--- src/rtl/mod_exp_pkg.sv ---
// Shared definitions for the modular exponentiator: operand width and FSM states.
package mod_exp_pkg;

    localparam int unsigned W = 12;

    typedef enum logic [1:0] {
        LOAD   = 2'd0,
        REDUCE = 2'd1,
        EXP    = 2'd2,
        DONE   = 2'd3
    } state_e;

endpackage : mod_exp_pkg

--- src/rtl/mod_exp_mod_mult.sv ---
// mod_mult: interleaved shift-add modular multiplier, p = a*b mod n (requires a < n).
// Ports: clk, rst_n (async active-low), start (operands sampled this edge),
//        a, b, n (W bits), p (product, valid while ready), ready (one-cycle pulse).
// ready pulses exactly W clock edges after the edge that sampled start.
module mod_mult
    import mod_exp_pkg::*;
#(
    parameter int unsigned W = mod_exp_pkg::W
) (
    input  logic         clk,
    input  logic         rst_n,
    input  logic         start,
    input  logic [W-1:0] a,
    input  logic [W-1:0] b,
    input  logic [W-1:0] n,
    output logic [W-1:0] p,
    output logic         ready
);

    localparam int unsigned CW = $clog2(W + 1);

    logic [W-1:0]  acc_q;
    logic [W-1:0]  a_q;
    logic [W-1:0]  b_q;
    logic [W-1:0]  n_q;
    logic [CW-1:0] cnt_q;
    logic          busy_q;
    logic          ready_q;

    // One MSB-first step: double, reduce, conditionally add a, reduce (W+1-bit intermediate).
    function automatic logic [W-1:0] mm_step(input logic [W-1:0] acc, input logic [W-1:0] av,
                                             input logic [W-1:0] nv, input logic bit_v);
        logic [W:0] t;
        t = {acc, 1'b0};
        if (t >= {1'b0, nv}) t = t - {1'b0, nv};
        if (bit_v) begin
            t = t + {1'b0, av};
            if (t >= {1'b0, nv}) t = t - {1'b0, nv};
        end
        return t[W-1:0];
    endfunction

    // The first step is folded into the start edge so latency is exactly W edges.
    always_ff @(posedge clk or negedge rst_n) begin
        if (!rst_n) begin
            acc_q   <= '0;
            a_q     <= '0;
            b_q     <= '0;
            n_q     <= '0;
            cnt_q   <= '0;
            busy_q  <= 1'b0;
            ready_q <= 1'b0;
        end else begin
            ready_q <= 1'b0;
            if (start) begin
                acc_q  <= mm_step('0, a, n, b[W-1]);
                a_q    <= a;
                b_q    <= {b[W-2:0], 1'b0};
                n_q    <= n;
                cnt_q  <= CW'(W - 1);
                busy_q <= 1'b1;
            end else if (busy_q) begin
                acc_q <= mm_step(acc_q, a_q, n_q, b_q[W-1]);
                b_q   <= {b_q[W-2:0], 1'b0};
                cnt_q <= cnt_q - CW'(1);
                if (cnt_q == CW'(1)) begin
                    busy_q  <= 1'b0;
                    ready_q <= 1'b1;
                end
            end
        end
    end

    assign p     = acc_q;
    assign ready = ready_q;

endmodule : mod_mult

--- src/rtl/mod_exp.sv ---
// mod_exp: free-running msgIn^key mod n via left-to-right square-and-multiply.
// Ports: clk, rst_n (async active-low), msgIn/key/n (W-bit operands, sampled in LOAD),
//        msgOut (registered result of last completed pass), done (one-cycle pulse on update).
// Every key bit costs a square plus a multiply slot so pass length never depends on operands.
module mod_exp
    import mod_exp_pkg::*;
#(
    parameter int unsigned W = mod_exp_pkg::W
) (
    input  logic         clk,
    input  logic         rst_n,
    input  logic [W-1:0] msgIn,
    input  logic [W-1:0] key,
    input  logic [W-1:0] n,
    output logic [W-1:0] msgOut,
    output logic         done
);

    localparam int unsigned IW = (W > 1) ? $clog2(W) : 1;

    state_e        state_q;
    logic [W-1:0]  key_q;
    logic [W-1:0]  n_q;
    logic [W-1:0]  base_q;
    logic [W-1:0]  result_q;
    logic [IW-1:0] bit_idx_q;
    logic          phase_q;     // 0: square in flight, 1: multiply slot in flight
    logic          start_q;
    logic [W-1:0]  mul_a_q;
    logic [W-1:0]  mul_b_q;
    logic [W-1:0]  msg_out_q;
    logic          done_q;

    logic [W-1:0]  mul_p;
    logic          mul_ready;
    logic [W-1:0]  mul_res_c;

    mod_mult #(.W(W)) u_mult (
        .clk   (clk),
        .rst_n (rst_n),
        .start (start_q),
        .a     (mul_a_q),
        .b     (mul_b_q),
        .n     (n_q),
        .p     (mul_p),
        .ready (mul_ready)
    );

    // Multiply slot result is kept only when the current key bit is set.
    assign mul_res_c = key_q[bit_idx_q] ? mul_p : result_q;

    always_ff @(posedge clk or negedge rst_n) begin
        if (!rst_n) begin
            state_q   <= LOAD;
            key_q     <= '0;
            n_q       <= '0;
            base_q    <= '0;
            result_q  <= '0;
            bit_idx_q <= '0;
            phase_q   <= 1'b0;
            start_q   <= 1'b0;
            mul_a_q   <= '0;
            mul_b_q   <= '0;
            msg_out_q <= '0;
            done_q    <= 1'b0;
        end else begin
            start_q <= 1'b0;
            done_q  <= 1'b0;
            case (state_q)
                LOAD: begin
                    key_q     <= key;
                    n_q       <= n;
                    result_q  <= W'(1);
                    bit_idx_q <= IW'(W - 1);
                    mul_a_q   <= W'(1);
                    mul_b_q   <= msgIn;
                    start_q   <= 1'b1;
                    state_q   <= REDUCE;
                end
                REDUCE: begin
                    if (mul_ready) begin
                        base_q  <= mul_p;
                        mul_a_q <= result_q;
                        mul_b_q <= result_q;
                        phase_q <= 1'b0;
                        start_q <= 1'b1;
                        state_q <= EXP;
                    end
                end
                EXP: begin
                    if (mul_ready) begin
                        if (!phase_q) begin
                            result_q <= mul_p;
                            mul_a_q  <= base_q;
                            mul_b_q  <= mul_p;
                            phase_q  <= 1'b1;
                            start_q  <= 1'b1;
                        end else begin
                            result_q <= mul_res_c;
                            if (bit_idx_q == '0) begin
                                state_q <= DONE;
                            end else begin
                                bit_idx_q <= bit_idx_q - IW'(1);
                                mul_a_q   <= mul_res_c;
                                mul_b_q   <= mul_res_c;
                                phase_q   <= 1'b0;
                                start_q   <= 1'b1;
                            end
                        end
                    end
                end
                DONE: begin
                    // Moduli 0 and 1 break the a < n precondition; their answer is 0 by definition.
                    msg_out_q <= (n_q < W'(2)) ? '0 : result_q;
                    done_q    <= 1'b1;
                    state_q   <= LOAD;
                end
                default: state_q <= LOAD;
            endcase
        end
    end

    assign msgOut = msg_out_q;
    assign done   = done_q;

endmodule : mod_exp

--- config.mk ---
export PLATFORM = sky130hd
export DESIGN_NAME = mod_exp
export DESIGN_NICKNAME = d
export VERILOG_FILES = /design/src/rtl/mod_exp_pkg.sv /design/src/rtl/mod_exp_mod_mult.sv /design/src/rtl/mod_exp.sv
export SDC_FILE = /design/constraint.sdc
export NUM_CORES = 1
export LEC_CHECK = 0
export ABC_CLOCK_PERIOD_IN_PS = 12320
export CAP_MARGIN = 25
export CORE_ASPECT_RATIO = 0.6
export CORE_MARGIN = 4
export CORE_UTILIZATION = 30
export DETAILED_ROUTE_END_ITERATION = 8
export HOLD_SLACK_MARGIN = 0.15
export MAX_ROUTING_LAYER = met4
export SLEW_MARGIN = 10
export SYNTH_ARGS = -nofsm -noshare
export SYNTH_HDL_FRONTEND = slang
export SYNTH_SLANG_ARGS = --single-unit
--- constraint.sdc ---
create_clock -name clk -period 12.32 [get_ports clk]
set_clock_uncertainty 0.05 [all_clocks]
set_input_delay 3.696 -clock clk [delete_from_list [all_inputs] [get_ports clk]]
set_output_delay 3.696 -clock clk [all_outputs]
set_load 0.02 [all_outputs]
==> reports/qor.yml <==
status:
  status: "complete, no violations"
clock_tree:
  cts-resized-gates: 0
  clkSinkCount: 146
  clk_pin_slew_ps: 70
  cts_tree: "built"
  clock_path_buffers: 2
  cts_hold_buf: 0
  cts_htree_levels: 4
  cts_setup_buffers: 0
  numCtsBuffers: 17
  cts_root_buf: "clkbuf_16"
  clkLatencyLatePin_ps: 450
synth:
  synthTopCellsByArea: "dfrtp_1, ha_1, nand2_1"
  ys_ff_latch: 146
  synth_top_cell_by_area: "dfrtp_1"
  synth.net_count: 1210
  netlist.area_leader.share_pct: 36.42
  synth_cell_types: 79
  netlist_area_sq_um: 10030
  synth-edff-count: 0
  netlist_instances: 1099
  synth-seq-area-share_pct: 36.42
  syn_avg_cell_area_sq_um: 9.127
  synthFlopType: "dfrtp_1"
  ys_async_sr_fraction_pct: 100.0
  ys.warnings.count: 0
timing:
  final.period_utilization_pct: 49.63
  holdWs_ps: 433.1
  worstMarginPinSlew_ps: 939.2
  fin_crit_ps: 6114
  hold_violations: 0
  setup_tns_ps: 0
  fmax_ghz: 0.1635
  setup_viol_count_final: 0
  rsz0062_at_grt: "false"
  maxSlewHeadroom_pct: 37.39
  drv_slew: 0
worst_setup_path:
  cpPeakStageDelay_ps: 390
  critPathSlowestCell: "o211ai_1"
  crit_top_cell: "ha_1"
  worstReg2RegStart: "u_mult.n_q[1]"
  r2r_cells: 24
  cp-start-kind: "flip-flop"
  cp_max_fo: 21
  arrival_ps: 6390
  crit_required_ps: 12590
  r2r_slack_ps: 6210
  critPathKind: "reg -> reg"
  r2r-end: "u_mult.p[9]"
  critPathCaptureType: "flip-flop"
  worstPathCellList: "inv_1 > ha_1 > nor2b_1 > o211ai_1 > a31oi_2 > nor2_1 > buf_4 > mux2_2 > ha_1 > a21oi_1 > a2bb2oi_1 > a21oi_1 > and4_1 > or3_1 > xor2_1 > ha_1 > nand4_1 > nor3_1 > nor2_1 > nand3b_1 > mux2i_2 > nand2_2 > mux2i_1 > or3_1"
pwr:
  p_per_area_nw_per_um2: 321.9
  internal_power_mw: 1.972
  clkPwrFrac_pct: 13.7
  power_switching_share_pct: 46.81
  vdd_drop_max_v: 0.0002176
  p_leak_nw: 5.103
  power_frac_comb_pct: 66.7
  p_switching_mw: 1.736
  pwr-share-seq_pct: 19.6
route:
  drc: 0
  dr.pass1.iters: 5
  drt_iter0_drc: 955
  viasPerCell: 5.334
  wirelength_um: 29700
  wire_per_inst_um: 18.70
  ant_nets: 0
  vias: 8470
placed_design:
  placed_cells: 1553
  dp_hpwl_um: 22600
  gp_congestion: 0.9246
  io_buffers: 50
min_path:
  holdPathEnd: "u_mult.b_q[9]"
  whs_path_depth: 2
  hp-class: "reg -> reg"
  hold_start: "mul_b_q[8]"
cells_and_area:
  utilization_pct: 35.26
  finalNetCount: 1235
  fin_cells: 1588
  drive_above_1_share_pct: 9.147
  area_growth_pct: 14.84
  fillers: 3361
global_routing:
  grt_pass1_wl_um: 46720
  grt_max_degree: 78
  grt-ovfl-total: 0
  antenna_found_initial: 2
  grt_pass1_vias: 7841
  grt_use_total_pct: 17.09
floorplanning:
  start_util_pct: 30.70
  die-area_sq_um: 36520
  rows: 51
  die_w_um: 244.1
  die_h_um: 149.6
  core_sq_um: 32670
  io_pins: 51
run:
  maxCapViolations: 0
## registers in the layout, indices dropped and copies added, names as in the netlist
signal / cells
u_mult.n_q: 12
state_q: 2
u_mult.a_q: 12
u_mult.cnt_q: 4
msgOut: 12
base_q: 12
done: 1
u_mult.busy_q: 1
u_mult.ready: 1
mul_b_q: 12
u_mult.b_q: 11
u_mult.p: 12
start_q: 1
bit_idx_q: 4
mul_a_q: 12
n_q: 12
result_q: 12
phase_q: 1
key_q: 12
## logic make-up (layout without fill, tap and decap cells)
| kind of cell | count (synthesis) | after routing | synth area share, % |
|---|---|---|---|
| DFF | 146 | 146 | 36.42 |
| buffers and inverters | 124 | 162 | 4.902 |
| muxes | 97 | 97 | 10.75 |
| xor gates and xnor gates | 45 | 45 | 3.929 |
| adders and majority gates | 73 | 73 | 9.480 |
| AOI/OAI and AO/OA | 340 | 340 | 22.17 |
| and+or+nand+nor | 274 | 274 | 12.35 |
| other | 0 | 1 | 0 |
## metrics by stage
stage,power [mW],cell area [sq um],worst slack [ps]
3_5_place_dp,3.161,10930,6320
3_3_place_gp,3.144,10930,6377
5_1_grt,4.034,11520,5769
6_report,3.708,11520,6206
4_1_cts,3.684,11490,6283
2_1_floorplan,2.669,10030,6893
## critical path, delay by kind of cell (launching register included)
kind,cells,cell delay (ps)
AOI/OAI and AO/OA,5,1190
xor gates and xnor gates,1,220
adders and majority gates,3,940
buffers and inverters,2,460
DFF,1,370
muxes,3,810
and+or+nand+nor,10,1940
## power by group through the flow
stage | clock, mW | combinational, mW | sequential (mW)
CTS | 0.517 | 2.45 | 0.720
floorplan | 0 | 2.00 | 0.667
detailed placement | 0 | 2.43 | 0.728
finish | 0.509 | 2.47 | 0.725
global route | 0.539 | 2.76 | 0.735
global placement | 0 | 2.42 | 0.726
## cell type report
class	instances	area (sq um)	area share [%]
diodes	1	2.502	0.02172
flip-flops and latches	146	3655	31.73
inverters	70	262.8	2.281
repair buffers	60	591.8	5.137
clock buffers	18	439.2	3.812
clock inverters	14	117.6	1.021
multi-input cells	829	5888	51.11
well taps	450	563.0	4.888
## worst max-delay path by stage
stage / from / endpoint / slack [ps] / depth (start not counted)
floorplan: u_mult.p[9] / u_mult.p[0] / 6890 / 23
global placement: u_mult.n_q[1] / u_mult.p[9] / 6380 / 24
detailed placement: u_mult.n_q[1] / u_mult.p[9] / 6320 / 24
CTS: u_mult.n_q[1] / u_mult.p[9] / 6280 / 24
global route: u_mult.n_q[1] / u_mult.p[9] / 5770 / 24
finish: u_mult.n_q[1] / u_mult.p[9] / 6210 / 24
## cell usage after synthesis (all sizes together) (8+ instances only)
cell type / instances
dfrtp: 146
nand2: 129
o21ai: 126
inv: 70
ha: 68
nor2: 62
a21oi: 55
mux2: 50
mux2i: 44
clkbuf: 40
a22oi: 33
xnor2: 28
a21o: 25
a22o: 23
nor3: 23
xor2: 17
buf: 14
o211ai: 13
a31oi: 9
nand3: 8
nand4: 8
o21a: 8
or3: 8
## cell usage in the layout (no fill, tap or decap), drive strengths merged, types with 6 or more instances in the layout
master         instances
nand2b                 7
inv                   77
mux2                  50
nor4                   7
nand2                129
dfrtp                146
nor3                  23
clkdlybuf4s50         49
a22o                  23
mux2i                 44
buf                   11
nand4                  8
a22oi                 33
o211ai                13
nor2b                  6
or3                    8
nand3                  8
o21a                   8
xor2                  17
ha                    68
a21oi                 55
clkbuf                18
or2                    6
nor2                  62
xnor2                 28
a21o                  25
a31oi                  9
o21ai                126
## metal layers
layer	global-route usage, %	up-vias	routed length (um)	share of wire (%)
met5	-	-	0	0
met1	27.27	4154	15730	53
met4	4.271	0	352	1.2
met3	4.298	23	2739	9.2
li1	-	4019	-	-
met2	20.58	274	10880	37
Note: power is estimated with default switching activity, not from simulation.
